$ cat src/rtl/mult_pkg.sv
// mult_pkg: shared types and helpers for the shared-multiplier arbiter
// Contents: product_width(), tag_t {valid,id}, rr_pick() wrap-around priority search.
package mult_pkg;
  localparam int REQ_MAX = 256;
  localparam int ID_MAX_W = 8;
  typedef struct packed {
    logic                valid;
    logic [ID_MAX_W-1:0] id;
  } tag_t;
  function automatic int product_width(input int a0_w, input int a1_w);
    return a0_w + a1_w;
  endfunction
  // First set bit of req[0..n-1] searching upward from ptr with wrap; -1 if none.
  function automatic int rr_pick(input logic [REQ_MAX-1:0] req, input int n, input int ptr);
    int pick;
    int idx;
    pick = -1;
    for (int i = 0; i < REQ_MAX; i++) begin
      idx = ptr + i;
      if (idx >= n) idx = idx - n;
      if (pick < 0 && i < n && idx < REQ_MAX && req[idx]) pick = idx;
    end
    return pick;
  endfunction
endpackage

$ cat src/rtl/rr_arbiter.sv
// rr_arbiter: combinational round-robin pick of one request starting at ptr
// Ports: req (requests), ptr (search start) -> gnt (one-hot/zero), gnt_id (winner index), any (a grant exists)
module rr_arbiter
  import mult_pkg::*;
#(
  parameter int NUM_REQ = 4,
  parameter int IDW     = 2
) (
  input  logic [NUM_REQ-1:0] req,
  input  logic [IDW-1:0]     ptr,
  output logic [NUM_REQ-1:0] gnt,
  output logic [IDW-1:0]     gnt_id,
  output logic               any
);
  int pick;
  always_comb begin
    pick = rr_pick(REQ_MAX'(req), NUM_REQ, int'(ptr));
    any = pick >= 0;
    gnt_id = IDW'(pick);
    gnt = any ? NUM_REQ'(1) << gnt_id : '0;
  end
endmodule

$ cat src/rtl/mult_share_arbiter.sv
// mult_share_arbiter: shares one pipelined multiplier among NUM_REQ requesters
// Ports: clk, rst (async, active-high); req/a0_bus/a1_bus from clients, gnt back (combinational);
//   mul_valid/mul_a0/mul_a1 to the multiplier, mul_product from it; rsp_valid/rsp_product to clients.
// Option MULT_PERF_EN: adds saturating gnt_count/stall_count outputs.
module mult_share_arbiter
  import mult_pkg::*;
#(
  parameter int a0_width     = 8,
  parameter int a1_width     = 8,
  parameter int NUM_REQ      = 4,
  parameter int MULT_LATENCY = 2
) (
  input  logic                                        clk,
  input  logic                                        rst,
  input  logic [NUM_REQ-1:0]                          req,
  input  logic [NUM_REQ*a0_width-1:0]                 a0_bus,
  input  logic [NUM_REQ*a1_width-1:0]                 a1_bus,
  output logic [NUM_REQ-1:0]                          gnt,
  output logic                                        mul_valid,
  output logic [a0_width-1:0]                         mul_a0,
  output logic [a1_width-1:0]                         mul_a1,
  input  logic [product_width(a0_width,a1_width)-1:0] mul_product,
  output logic [NUM_REQ-1:0]                          rsp_valid,
  output logic [product_width(a0_width,a1_width)-1:0] rsp_product
`ifdef MULT_PERF_EN
  ,
  output logic [15:0]                                 gnt_count,
  output logic [15:0]                                 stall_count
`endif
);
  localparam int IDW = $clog2(NUM_REQ);
  logic [IDW-1:0]              ptr;
  logic [IDW-1:0]              ptr_nxt;
  logic [IDW-1:0]              gnt_id;
  logic [NUM_REQ-1:0]          arb_gnt;
  logic                        any;
  tag_t [MULT_LATENCY-1:0]     pipe;
  tag_t                        last;
  rr_arbiter #(.NUM_REQ(NUM_REQ), .IDW(IDW)) u_arb (
    .req    (req),
    .ptr    (ptr),
    .gnt    (arb_gnt),
    .gnt_id (gnt_id),
    .any    (any)
  );
  always_comb begin
    gnt = rst ? '0 : arb_gnt;
    ptr_nxt = (gnt_id == IDW'(NUM_REQ - 1)) ? '0 : gnt_id + 1'b1;
    last = pipe[MULT_LATENCY-1];
  end
  // The tag pipe mirrors the multiplier's latency so each product is matched to its requester.
  always_ff @(posedge clk or posedge rst) begin
    if (rst) begin
      ptr         <= '0;
      mul_valid   <= 1'b0;
      mul_a0      <= '0;
      mul_a1      <= '0;
      pipe        <= '0;
      rsp_valid   <= '0;
      rsp_product <= '0;
    end else begin
      ptr       <= any ? ptr_nxt : ptr;
      mul_valid <= any;
      if (any) begin
        mul_a0 <= a0_bus[gnt_id*a0_width +: a0_width];
        mul_a1 <= a1_bus[gnt_id*a1_width +: a1_width];
      end
      pipe[0] <= '{valid: any, id: ID_MAX_W'(gnt_id)};
      for (int s = 1; s < MULT_LATENCY; s++) pipe[s] <= pipe[s-1];
      rsp_valid <= last.valid ? NUM_REQ'(1) << IDW'(last.id) : '0;
      if (last.valid) rsp_product <= mul_product;
    end
  end
`ifdef MULT_PERF_EN
  always_ff @(posedge clk or posedge rst) begin
    if (rst) begin
      gnt_count   <= '0;
      stall_count <= '0;
    end else begin
      if (any && gnt_count != 16'hFFFF) gnt_count <= gnt_count + 16'd1;
      if (|(req & ~gnt) && stall_count != 16'hFFFF) stall_count <= stall_count + 16'd1;
    end
  end
`endif
endmodule

$ cat config.mk
export PLATFORM = sky130hd
export DESIGN_NAME = mult_share_arbiter
export DESIGN_NICKNAME = d
export VERILOG_FILES = /design/src/rtl/mult_pkg.sv /design/src/rtl/rr_arbiter.sv /design/src/rtl/mult_share_arbiter.sv
export SDC_FILE = /design/constraint.sdc
export NUM_CORES = 1
export LEC_CHECK = 0
export CORE_UTILIZATION = 25
export CTS_BUF_LIST = sky130_fd_sc_hd__clkbuf_4 sky130_fd_sc_hd__clkbuf_8
export DETAILED_ROUTE_END_ITERATION = 6
export HOLD_SLACK_MARGIN = 0.12
export PLACE_DENSITY = 0.54
export SYNTH_ARGS = -nofsm -noshare
export SYNTH_HDL_FRONTEND = slang
export SYNTH_SLANG_ARGS = --single-unit
export TNS_END_PERCENT = 20
$ cat constraint.sdc
create_clock -name clk -period 8.7 [get_ports clk]
set_input_delay 1.305 -clock clk [delete_from_list [all_inputs] [get_ports clk]]
set_output_delay 1.305 -clock clk [all_outputs]
set_load 0.02 [all_outputs]
; Word level (Yosys, flattened, before mapping)
; Cells that the tools add are included.
; W data, S select, Z words.
[classes]
addsub = 8
order_cmp = 16
eq_ne = 1
n_shift = 4
mux = 24
n_reduce_logical = 7
[ops]
columns = cell, n
row1 = $lt A32 B10 Y1 const B, 8
row2 = $mux W32, 8
row3 = $ge A32 B4 Y1 const B, 3
row4 = $lt A32 B1 Y1 const B, 3
row5 = $sub A32 B4 Y32 const B, 3
row6 = $shiftx A32 B6 Y8, 2
row7 = $bmux W1 S8, 4
row8 = $ge A32 B1 Y1 const B, 1
row9 = $mux W4, 3
row10 = $mux W1, 8
row11 = $shl A1 B2 Y4 const A, 2
row12 = $logic_and A1 B1 Y1, 7
row13 = $add A2 B2 Y3 const B, 2
row14 = $sub A2 B3 Y4 const B, 1
row15 = $add A2 B1 Y3 const B, 1
row16 = $ge A2 B3 Y1 const B, 1
row17 = $add A2 B1 Y2 const B, 1
row18 = $eq A2 B2 Y1 const B, 1
row19 = $mux W2, 1
[word_totals]
reg_bits = 44
inputBits = 86
output_inout_bits = 41
elab_cells = 69

; Depth between registers and ports, before layout
; Gate-level depths: netlist (run 1).
[depth]
ltp_word = 22
ltp_mapped = 11
ltp_nobuf = 10

; Hierarchy
; From an unflattened synthesis (run 1), not the netlist that was laid out.
[unflattened]
cells_unflattened = 199
area_unflattened_um2 = 2497.4
[modules_own_cells]
columns = module, instances, cells_per_inst, area_each_um2, seq_area_each_um2
row1 = mult_share_arbiter, 1, 151, 2082.0, 1101.1
row2 = rr_arbiter, 1, 48, 415.4, 0.0

; Worst setup path after synthesis (run 1)
; No wires, ideal clock.
[synth_path]
path_kind = input to output
from = input req[1]
to = output gnt[2]
arrival_time_ps = 3085
required_time_ps = 7395
slack_ps = 4310
cell_stages = 8
path_buffers = 2
path_cell_list = and2_1 a221oi_2 o21ai_1 a211o_1 buf_2 nor2_1 buf_2 and3_1
[synth_via]
elab_chain_cells = 20
elab_cells_between_ends = 30
cone_classes = order compare (4) / shift (1) / mux (18) / reduce/logical (7)
[synth_lines]
columns = item, line_no
row1 = "start, declared", mult_share_arbiter.sv:15  ; input logic [NUM_REQ-1:0] req,
row2 = $bmux W1 S8, mult_pkg.sv:21  ; if (pick < 0 && i < n && idx < REQ_MAX && req[idx]) pick = idx;
row3 = $mux W1 (implied by the code) (2 in a row), mult_pkg.sv:21
row4 = $logic_and A1 B1 Y1, mult_pkg.sv:21
row5 = $mux W32, mult_pkg.sv:21
row6 = $lt A32 B1 Y1, mult_pkg.sv:21
row7 = $logic_and A1 B1 Y1 (2 in a row), mult_pkg.sv:21
row8 = $mux W32, mult_pkg.sv:21
row9 = $lt A32 B1 Y1, mult_pkg.sv:21
row10 = $logic_and A1 B1 Y1 (2 in a row), mult_pkg.sv:21
row11 = $mux W32, mult_pkg.sv:21
row12 = $lt A32 B1 Y1, mult_pkg.sv:21
row13 = $logic_and A1 B1 Y1 (2 in a row), mult_pkg.sv:21
row14 = $mux W32 (*), mult_pkg.sv:21
row15 = $ge A32 B1 Y1 / $shl A1 B2 Y4 (equally long branches), "rr_arbiter.sv:18, rr_arbiter.sv:20"
row16 = $mux W4 (*), rr_arbiter.sv:20  ; gnt = any ? NUM_REQ'(1) << gnt_id : '0;
row17 = $mux W4 (*), mult_share_arbiter.sv:47  ; gnt = rst ? '0 : arb_gnt;
row18 = "end, declared", mult_share_arbiter.sv:18  ; output logic [NUM_REQ-1:0] gnt,
; Every way passes the cells marked *; elsewhere a longest branch is shown, timed or not. The select of a mux whose other input is x is not followed.

; Worst setup path after layout (run 1)
[layout_path]
from = register ptr[0]
to = output gnt[3]
[layout_via]
elab_chain_cells = 22
elab_cells_between_ends = 49
cone_classes = add/sub (7) / order compare (12) / shift (1) / mux (22) / reduce/logical (7)
[layout_lines]
columns = item, line_no
row1 = "start, declared", mult_share_arbiter.sv:32  ; logic [IDW-1:0] ptr;
row2 = "start signal, assigned", mult_share_arbiter.sv:62  ; ptr <= any ? ptr_nxt : ptr;
row3 = $sub A2 B3 Y4 / $ge A2 B3 Y1 (equally long branches), mult_pkg.sv:20  ; if (idx >= n) idx = idx - n;
row4 = $mux W32, mult_pkg.sv:20
row5 = $bmux W1 S8, mult_pkg.sv:21
row6 = $mux W1 (implied by the code) (2 in a row), mult_pkg.sv:21
row7 = $logic_and A1 B1 Y1, mult_pkg.sv:21
row8 = $mux W32, mult_pkg.sv:21
row9 = $lt A32 B1 Y1, mult_pkg.sv:21
row10 = $logic_and A1 B1 Y1 (2 in a row), mult_pkg.sv:21
row11 = (+2 left out), -
row12 = $logic_and A1 B1 Y1 (2 in a row), mult_pkg.sv:21
row13 = $mux W32, mult_pkg.sv:21
row14 = $lt A32 B1 Y1, mult_pkg.sv:21
row15 = $logic_and A1 B1 Y1 (2 in a row), mult_pkg.sv:21
row16 = $mux W32 (*), mult_pkg.sv:21
row17 = $ge A32 B1 Y1 / $shl A1 B2 Y4 (equally long branches), "rr_arbiter.sv:18, rr_arbiter.sv:20"
row18 = $mux W4 (*), rr_arbiter.sv:20
row19 = $mux W4 (*), mult_share_arbiter.sv:47
; Marks and branches as above.

==> results of run 1 <==
[layout make-up]
class                           count  area (sq um)  share of cell area
Multi-Input combinational cell    157          1359              0.3349
Timing Repair Buffer              128          1276              0.3145
Sequential cell                    44          1101              0.2714
Tap cell                          133         166.4             0.04101
Clock buffer                        6         82.58             0.02035
Clock inverter                      2         38.79            0.009559
Inverter                            9         33.78            0.008326
[power by group through the flow]
stage                     Clock, uW  Combinational (uW)  Sequential, uW
after floorplan                   0                 654             409
after global placement            0                1010             365
after detailed placement          0                1020             365
after CTS                       178                1030             362
after global routing            183                1110             373
final                           172                1030             361
[final timing paths]
path	from	end	slack, ps	cells past startpoint
setup / recovery	ptr[0]$_DFFE_PP0N_	gnt[3]	2990	10
hold reg to reg	pipe[0]$_DFF_PP0_	last[0]$_DFF_PP0_	350	0
setup reg to reg	ptr[0]$_DFFE_PP0N_	mul_a1[3]$_DFFE_PP0N_	4390	9
hold / removal	pipe[0]$_DFF_PP0_	last[0]$_DFF_PP0_	350	0
max in group asynchronous	rst	last[8]$_DFF_PP0_	6520	2
min in group asynchronous	rst	mul_a0[4]$_DFFE_PP0N_	1570	2
[layer usage]
metal / global-route usage / vias to the layer above / part of all wire
li1: - / 1124 / -
met1: 0.1969 / 1143 / 0.46
met2: 0.2411 / 109 / 0.45
met3: 0.03210 / 11 / 0.067
met4: 0.04796 / 0 / 0.015
met5: 0 / - / 0
[stage by stage]
step,setup WS (ps),hold slack (ps)
global placement,3133,332.0
CTS,3017,355.8
floorplan,4310,331.2
finish,2992,354.5
global route,2728,375.6
detailed placement,3116,334.7
[worst max-delay path, cell delays in order, from the launching register on]
cell and delay [ps]:
dfrtp_1 1070, inv_2 220, ha_1 430, a21boi_0 290
nand2_1 120, nor4b_1 260, a211o_1 680, inv_1 140
ha_1 220, and2_1 130, clkdlybuf4s50_1 530
[state kept, by name (all words and copies together) (netlist names)]
name	cells
last	3
ptr	2
pipe	3
mul_a0	8
mul_a1	8
rsp_product	16
rsp_valid	4
[placed cells by master, fill, tap and decap left out, types with 2 or more instances in the layout]
master | netlist | layout
buf_4 | 0 | 2
mux2_2 | 36 | 36
nand2b_1 | 2 | 2
o211ai_1 | 2 | 2
and2_1 | 18 | 18
a221o_1 | 32 | 32
and3_1 | 4 | 4
nor2_1 | 16 | 15
a21oi_1 | 4 | 4
a32o_1 | 15 | 15
dfrtp_1 | 44 | 44
nand2_1 | 4 | 4
ha_1 | 6 | 6
inv_2 | 1 | 2
clkdlybuf4s50_1 | 0 | 126
o22ai_1 | 2 | 2
inv_1 | 8 | 7
clkbuf_8 | 0 | 6
[synth_stat cells]
| cell type | instances |
|---|---|
| dfrtp_1 | 44 |
| mux2_2 | 36 |
| a221o_1 | 32 |
| and2_1 | 18 |
| nor2_1 | 16 |
| a32o_1 | 15 |
| clkbuf_1 | 8 |
| inv_1 | 8 |
| ha_1 | 6 |
| a21oi_1 | 4 |
| and3_1 | 4 |
| buf_6 | 4 |
| nand2_1 | 4 |
| buf_2 | 3 |
| buf_1 | 2 |
| nand2b_1 | 2 |
| o211ai_1 | 2 |
| o22ai_1 | 2 |
| a211o_1 | 1 |
| a21boi_0 | 1 |
| a221oi_2 | 1 |
| a22o_1 | 1 |
| a32oi_1 | 1 |
| and3_2 | 1 |
| and3b_1 | 1 |
| inv_2 | 1 |
| nand4_1 | 1 |
| nor3_1 | 1 |
| nor3b_1 | 1 |
| nor4b_1 | 1 |
| o21a_1 | 1 |
| o21ai_0 | 1 |
| o21ai_1 | 1 |
| o21bai_1 | 1 |
| o221a_2 | 1 |
[kinds of logic after synthesis]
| group | Yosys count |
|---|---|
| and+or+nand+nor | 50 |
| DFF | 44 |
| AOI/OAI and AO/OA | 65 |
| buffers and inverters | 26 |
| muxes | 36 |
| adders and majority gates | 6 |
==> reports/metrics.yaml, run 1 <==
grt_pass1_wl_microns: 12770
total_leakage_power_uw: 0.001623
track_usage: 0.1488
synth-compound-area-share: 0.2333
ant_nets: 0
synth_top_area_share: 0.4259
grt_pass1_vias: 2519
postSynthCellCount: 227
dp_hpwl_microns: 5432
wire_per_inst_microns: 16.75
hold_viol_final: 0
drive_gt1_frac: 0.1532
fin_crit_sh: 0.6561
synth_nets: 319
drt-initial-drc-count: 105
worst_slew_pin_slew_ps: 1095
fin_worst_skew_ps: 6.702
fillers: 969
slew_headroom: 0.2698
first_pass_iters: 4
yosysWarnings: 0
holdBufCountCts: 0
min_period_ps: 5708
rows: 36
synth_top_area_cell: "dfrtp_1"
finalCoreUtilization: 0.4095
die_area_sq_um: 10750
start_util: 0.2609
timing.fmax_mhz: 175.2
status: "finished clean"
start_kind: "flip-flop"
arrival_ps: 4400
cap_viol_max_count: 0
cts_made_buffers: 5
placed_cell_area_sq_um: 3936
fp.coreArea_sq_um: 9910
rsz0062_at_grt: "no"
clkLatencyLatePin_ps: 300
min_path_type: "reg2reg"
wirelength_microns: 8024
synth_area_leaders: "dfrtp_1 (43%), mux2_2 (16%), a221o_1 (12%)"
synth-xor-area-share: 0
root_buffer: "clkbuf_8"
route.detailed.drc: 0
tns_ps: 0
finalSetupViolCount: 0
final_nets: 437
synthSimpleGateAreaFrac: 0.1041
fin_cells: 479
switching_share: 0.4312
htree_levels: 2
gp_congestion: 0.7832
ctsResizeCount: 0
critical_path_class: "reg2out"
clkPwrFrac: 0.110
grt_start_max_net_pins: 46
syn_to_final_growth_pct: 56.97
avgSynthCellArea_sq_um: 11.39
syn_area_sq_um: 2585
placed_cells: 471
via_per_inst: 4.983
numPortBuffers: 126
clkSinkCount: 44
p_comb_frac: 0.659
synthAdderAreaFrac: 0.02904
cts_buffer_depth: 2
cts_tree: "yes"
crit_fanout: 27
synth_seq_cells: 44
synthMuxAreaShare: 0.1568
synth_cell_types: 35
ios: 127
vdd.ir_drop.worst_uv: 198.1
maxSlewViolCount: 0
synth_top_family_by_area: "compound AO/OA/AOI/OAI gates"
antenna_found_initial: 0
power.density_nw_per_um2: 384.8
seq_area_frac_synth: 0.4259
vias: 2387
num_antenna_cells: 0
intPower_uw: 888.0
pwr-share-seq: 0.231
grt.overflow.total: 0
power.switching_uw: 673.2
fin_total_pwr_uw: 1561
crit_path_end_kind: "output port"
fin_area_sq_um: 4058
die_x_microns: 103.7
die_h_microns: 103.7
path_clk_slew_ps: 90
cp.required_ps: 7390
postCtsSetupRepairBufs: 0
Power figures use the tool's default switching activity.
==> run 2, diff against run 1 <==
==> constraint.sdc (replaced) <==
create_clock -name clk -period 5.3 [get_ports clk]
set_input_delay 0.795 -clock clk [delete_from_list [all_inputs] [get_ports clk]]
set_output_delay 0.795 -clock clk [all_outputs]
set_load 0.02 [all_outputs]
==> run 2 against run 1 <==
Routed wire length down 1.4%. Die area did not move. Flip-flop and latch count stayed put. Worst hold slack gained 0.78 ps. Via count decreased by 0.13%. Clock power up 54%. Clock skew decreased by 0.52 ps. Largest power group unchanged.
==> reports/metrics.yaml, run 2 (synthesis results as in run 1) <==
dp_hpwl_microns: 5694  # was 5432 microns
vdd.ir_drop.worst_uv: 519.2  # was 198.1 uV
cts_buffer_depth: 2  # unchanged
grt_start_max_net_pins: 45  # was 46
vias: 2384  # was 2,387
postCtsSetupRepairBufs: 0  # unchanged
total_leakage_power_uw: 0.001641  # was 0.001623 uW
root_buffer: "clkbuf_8"  # unchanged
setup_slack_ps: 859.1  # was 2992 ps
critical_path_class: "in2out"  # was reg2out
grt_pass1_vias: 2547  # was 2,519
min_period_ps: 4441
cp_slowest_cell: "clkdlybuf4s50_1"  # was dfrtp_1
wire_per_inst_microns: 16.35  # was 16.75 microns
die_area_sq_um: 10750  # unchanged
cts_tree: "yes"  # unchanged
placed_cells: 476  # was 471
cts_made_buffers: 5  # unchanged
regMostFlops: "rsp_product"  # unchanged
cp.required_ps: 4510  # was 7390 ps
rows: 36  # unchanged
grt.overflow.total: 0  # unchanged
syn_to_final_growth_pct: 58.18  # was 56.97%
fp.coreArea_sq_um: 9910  # unchanged
rsz0062_at_grt: "no"  # unchanged
fillers: 979  # was 969
ctsResizeCount: 0  # unchanged
register_area_sq_um: 1101  # unchanged
finalSetupViolCount: 0  # unchanged
tns_ps: 0  # unchanged
crit_fanout: 13  # was 27
fin_crit_sh: 0.8379
drt-initial-drc-count: 96  # was 105
path_clk_slew_ps: 90  # about the same
start_util: 0.2609  # unchanged
die_h_microns: 103.7  # unchanged
arrival_ps: 3650  # was 4400 ps
pre_cts_slack_ps: 886.0  # was 3116 ps
hold_viol_final: 0  # unchanged
numPortBuffers: 126  # unchanged
worst_slew_pin_slew_ps: 720.5  # was 1095 ps
fin_cells: 484  # was 479
clkSinkCount: 44  # unchanged
status: "finished clean"  # unchanged
drive_gt1_frac: 0.1652  # was 0.1532
holdBufCountCts: 0  # unchanged
final_cell_mix: "clkdlybuf4s50_1 (126), dfrtp_1 (44), mux2_2 (36)"  # unchanged
cpPeakStageDelay_ps: 540  # was 1070 ps
slew_headroom: 0.5197  # was 0.2698
r2r_start: "ptr[0]$_DFFE_PP0N_"  # unchanged
route.detailed.drc: 0  # unchanged
cp_top_family: "buffers and inverters"  # was flip-flops
htree_levels: 2  # unchanged
maxSlewViolCount: 0  # unchanged
ios: 127  # unchanged
largest_reg_flops: 16  # unchanged
cap_viol_max_count: 0  # unchanged
track_usage: 0.1494  # was 0.1488
power.density_nw_per_um2: 627.3  # was 384.8 nW/um^2
wirelength_microns: 7913  # was 8024 microns
reg_top3: "rsp_product (16), mul_a0 (8), mul_a1 (8)"  # unchanged
min_path_type: "reg2reg"  # unchanged
die_x_microns: 103.7  # unchanged
via_per_inst: 4.926  # was 4.983
crit_chain: "clkdlybuf4s50_1 -> mux2_2 -> a22o_1 -> o211ai_1 -> o211ai_1 -> o21bai_2 -> buf_4 -> inv_1 -> ha_1 -> and2_1 -> clkdlybuf4s50_1"  # was inv_2 -> ha_1 -> a21boi_0 -> nand2_1 -> nor4b_1 -> a211o_1 -> inv_1 -> ha_1 -> and2_1 -> clkdlybuf4s50_1
cp-startpoint: "req[0]"  # was ptr[0]$_DFFE_PP0N_
antenna_found_initial: 0  # unchanged
final_common_cell: "clkdlybuf4s50_1"  # unchanged
first_pass_iters: 4  # unchanged
worstPathBufferInverterCount: 4  # was 3
start_kind: "input pin"  # was flip-flop
multi_input_area_sq_um: 1359  # unchanged
grt_pass1_wl_microns: 12870  # was 12,770 microns
crit_path_end_kind: "output port"  # unchanged
gp_congestion: 0.8108  # was 0.7832
clkLatencyLatePin_ps: 300  # about the same
min_from: "pipe[1]$_DFF_PP0_"  # was pipe[0]$_DFF_PP0_
final_nets: 442  # was 437
ant_nets: 0  # unchanged
timing.fmax_mhz: 225.2
fin_worst_skew_ps: 6.187  # was 6.702 ps
num_antenna_cells: 0  # unchanged
[run 2: cell types whose count changed in the layout (fill, tap and decap cells not counted)]
cell / previous run / this run
buf_4: 2 / 7
clkbuf_8: 6 / 5
clkinv_4: 1 / 0
clkinvlp_4: 0 / 1
inv_6: 0 / 1
[run 2: path summary, 6_finish.rpt]
kind                                         endpoint  slack (ps)  cells past startpoint
worst max-delay path                           gnt[3]         860                     11
worst min-delay path                last[1]$_DFF_PP0_         360                      0
worst max register to register  mul_a0[2]$_DFFE_PP0N_        1860                      9
worst min register to register      last[1]$_DFF_PP0_         360                      0
max in group asynchronous       mul_a1[2]$_DFFE_PP0N_        3880                      3
min in group asynchronous           pipe[0]$_DFF_PP0_        1000                      3
[run 2: through the flow]
step                utilization  hold slack (ps)  total power (uW)  area [sq um]
floorplan                     -            331.2              1745          2585
finish                   0.4126            355.3              2565          4089
global route             0.4126            365.1              2750          4089
global placement         0.4010            335.1              2291          3974
detailed placement       0.4010            337.2              2309          3974
CTS                      0.4126            359.5              2590          4089
[run 2: where the power goes]
part | switching (uW) | total, uW | internal (uW)
Combinational | 874 | 1730 | 857
Sequential | 92.3 | 569 | 476
Clock | 123 | 265 | 142
[run 2: metal layers]
layer,global-route usage,up-vias,wire length (microns)
met5,0,-,0
met4,0.03163,0,44
met3,0.03713,6,519
met2,0.2445,98,3651
met1,0.1993,1143,3697
li1,-,1137,-
[run 2: area by class of cell]
class | instances | area share
timing repair buffer | 133 | 0.3213
clock buffer | 5 | 0.01683
inverter | 9 | 0.008262
sequential | 44 | 0.2693
tap | 133 | 0.04070
multi-input combinational | 157 | 0.3323
clock inverter | 3 | 0.01132
==> run 3, diff against run 2 <==
==> constraint.sdc (replaced) <==
create_clock -name clk -period 4.1 [get_ports clk]
set_input_delay 0.615 -clock clk [delete_from_list [all_inputs] [get_ports clk]]
set_output_delay 0.615 -clock clk [all_outputs]
set_load 0.02 [all_outputs]
==> run 3 against run 2 <==
Worst hold slack better by 1.9 ps. First-iteration DRC count is 13% higher. Sequential power is 26% higher. Die area stayed put. Non-clock buffer count is 4 higher. Critical path depth is 1 lower. Clock skew is 2.9 ps lower. Register-to-register slack worse by 1000 ps. Design area is 0.92% higher. Critical endpoint is now gnt[0]. Largest power group unchanged.
==> reports/metrics.yaml, run 3 (synthesis results as in run 1) <==
status: "finished clean"  # unchanged
clkPwrFrac: 0.103  # about the same
pwr-share-seq: 0.211  # was 0.222
vdd.ir_drop.worst_uv: 543.2  # was 519.2 uV
crit_chain: "clkdlybuf4s50_1 -> mux2_2 -> a22o_1 -> o211ai_1 -> o211ai_1 -> o21bai_2 -> buf_6 -> inv_1 -> nor2_1 -> clkdlybuf4s50_1"  # was clkdlybuf4s50_1 -> mux2_2 -> a22o_1 -> o211ai_1 -> o211ai_1 -> o21bai_2 -> buf_4 -> inv_1 -> ha_1 -> and2_1 -> clkdlybuf4s50_1
finalSetupViolCount: 0  # unchanged
fillers: 978  # was 979
syn_to_final_growth_pct: 59.63  # was 58.18%
cp-startpoint: "req[0]"  # unchanged
start_kind: "input pin"  # unchanged
min_period_ps: 3923
cp.required_ps: 3480  # was 4510 ps
cts_buffer_depth: 2  # unchanged
power.switching_uw: 1437  # was 1090 uW
cts_made_buffers: 5  # unchanged
drt-initial-drc-count: 108  # was 96
antenna_found_initial: 0  # unchanged
slew_headroom: 0.4798  # was 0.5197
clkSinkCount: 44  # unchanged
busiest_layer: "met2"  # unchanged
rows: 36  # unchanged
route.detailed.drc: 0  # unchanged
holdBufCountCts: 0  # unchanged
setup_slack_ps: 176.6  # was 859.1 ps
grt.met2_usage: 0.2632  # was 0.2445
largest_reg_flops: 16  # unchanged
switching_share: 0.4239  # was 0.4248
grt_pass1_wl_microns: 13510  # was 12,870 microns
ios: 127  # unchanged
maxSlewViolCount: 0  # unchanged
numPortBuffers: 126  # unchanged
final_cell_mix: "clkdlybuf4s50_1 (126), dfrtp_1 (44), mux2_2 (36)"  # unchanged
cpPeakStageDelay_ps: 610  # was 540 ps
track_usage: 0.1565  # was 0.1494
cts_tree: "yes"  # unchanged
tns_ps: 0  # unchanged
num_antenna_cells: 0  # unchanged
finalCoreUtilization: 0.4164  # was 0.4126
via_per_inst: 5.002  # was 4.926
die_h_microns: 103.7  # unchanged
die_x_microns: 103.7  # unchanged
cp_slowest_cell: "clkdlybuf4s50_1"  # unchanged
intPower_uw: 1953  # was 1475 uW
crit_path_end_kind: "output port"  # unchanged
gp_congestion: 0.8044  # was 0.8108
r2r_start: "ptr[0]$_DFFE_PP0N_"  # unchanged
grt_start_max_net_pins: 45  # unchanged
htree_levels: 2  # unchanged
fin_worst_skew_ps: 3.305  # was 6.187 ps
first_pass_iters: 4  # unchanged
clkLatencyLatePin_ps: 300  # about the same
path_clk_slew_ps: 90  # about the same
drive_gt1_frac: 0.1746  # was 0.1652
die_area_sq_um: 10750  # unchanged
critical_path_class: "in2out"  # unchanged
ant_nets: 0  # unchanged
grt.overflow.total: 0  # unchanged
rsz0062_at_grt: "no"  # unchanged
final_nets: 446  # was 442
start_util: 0.2609  # unchanged
power.density_nw_per_um2: 821.7  # was 627.3 nW/um^2
hold_viol_final: 0  # unchanged
pre_cts_slack_ps: 147.8  # was 886.0 ps
timing.fmax_mhz: 254.9
dp_hpwl_microns: 5853  # was 5694 microns
fin_crit_sh: 0.9569
wirelength_microns: 8165  # was 7913 microns
worst_slew_pin_slew_ps: 780.3  # was 720.5 ps
multi_input_area_sq_um: 1359  # unchanged
wire_per_inst_microns: 16.73  # was 16.35 microns
cap_viol_max_count: 0  # unchanged
grt_use_met1: 0.2002  # was 0.1993
min_path_type: "reg2reg"  # unchanged
total_leakage_power_uw: 0.001663  # was 0.001641 uW
regMostFlops: "rsp_product"  # unchanged
met3_usage: 0.03524  # was 0.03713
reg_top3: "rsp_product (16), mul_a0 (8), mul_a1 (8)"  # unchanged
crit_fanout: 13  # unchanged
grt_pass1_vias: 2610  # was 2,547
p_comb_frac: 0.686  # was 0.675
final_common_cell: "clkdlybuf4s50_1"  # unchanged
root_buffer: "clkbuf_8"  # unchanged
register_area_sq_um: 1101  # unchanged
min_from: "pipe[1]$_DFF_PP0_"  # unchanged
fp.coreArea_sq_um: 9910  # unchanged
vias: 2441  # was 2,384
arrival_ps: 3310  # was 3650 ps
## run 3: path summary, 6_finish.rpt
kind | to | slack (ps) | cells past startpoint
worst min register to register | last[1]$_DFF_PP0_ | 360 | 0
min in group asynchronous | ptr[1]$_DFFE_PP0N_ | 810 | 3
max in group asynchronous | rsp_product[11]$_DFFE_PP0P_ | 2880 | 3
worst max-delay path | gnt[0] | 180 | 10
worst min-delay path | last[1]$_DFF_PP0_ | 360 | 0
worst max register to register | mul_a0[3]$_DFFE_PP0N_ | 820 | 10
## run 3: power groups by stage
stage,Sequential (uW),Combinational (uW),Clock (uW)
4_1_cts,718,2330,364
3_3_place_gp,721,2300,0
2_1_floorplan,868,1390,0
3_5_place_dp,724,2320,0
5_1_grt,741,2540,377
6_report,716,2330,348
## run 3: layer usage
metal	vias up	wire, microns
met5	-	0
met4	0	108
met3	10	511
met2	109	3818
met1	1180	3727
li1	1142	-
## run 3: timing repair
| action | in CTS | in global routing |
|---|---|---|
| gates resized for setup | 0 | 2 |
| setup endpoints to repair | 0 | 4 |
| setup buffers | 0 | 1 |
## run 3: through the flow
step	total power [uW]	area [sq um]	std cells	hold slack (ps)
2_1_floorplan	2256	2585	227	331.2
3_3_place_gp	3018	3996	479	337.7
3_5_place_dp	3046	3996	479	340.2
4_1_cts	3408	4111	487	359.0
5_1_grt	3658	4126	488	374.2
6_report	3391	4126	488	357.2
## run 3: critical path: cells and delay by family
| kind | cells | cell delay [ps] |
|---|---|---|
| AO/OA/AOI/OAI | 4 | 890 |
| multiplexers | 1 | 330 |
| buffers and inverters | 4 | 1380 |
| AND/OR/NAND/NOR | 1 | 100 |
## run 3: layout make-up
type,instances,area share
clock buffers,5,0.01668
clock inverters,3,0.01122
inverters,9,0.008187
multi-input cells,157,0.3293
flip-flops and latches,44,0.2668
well taps,133,0.04033
repair buffers,137,0.3275
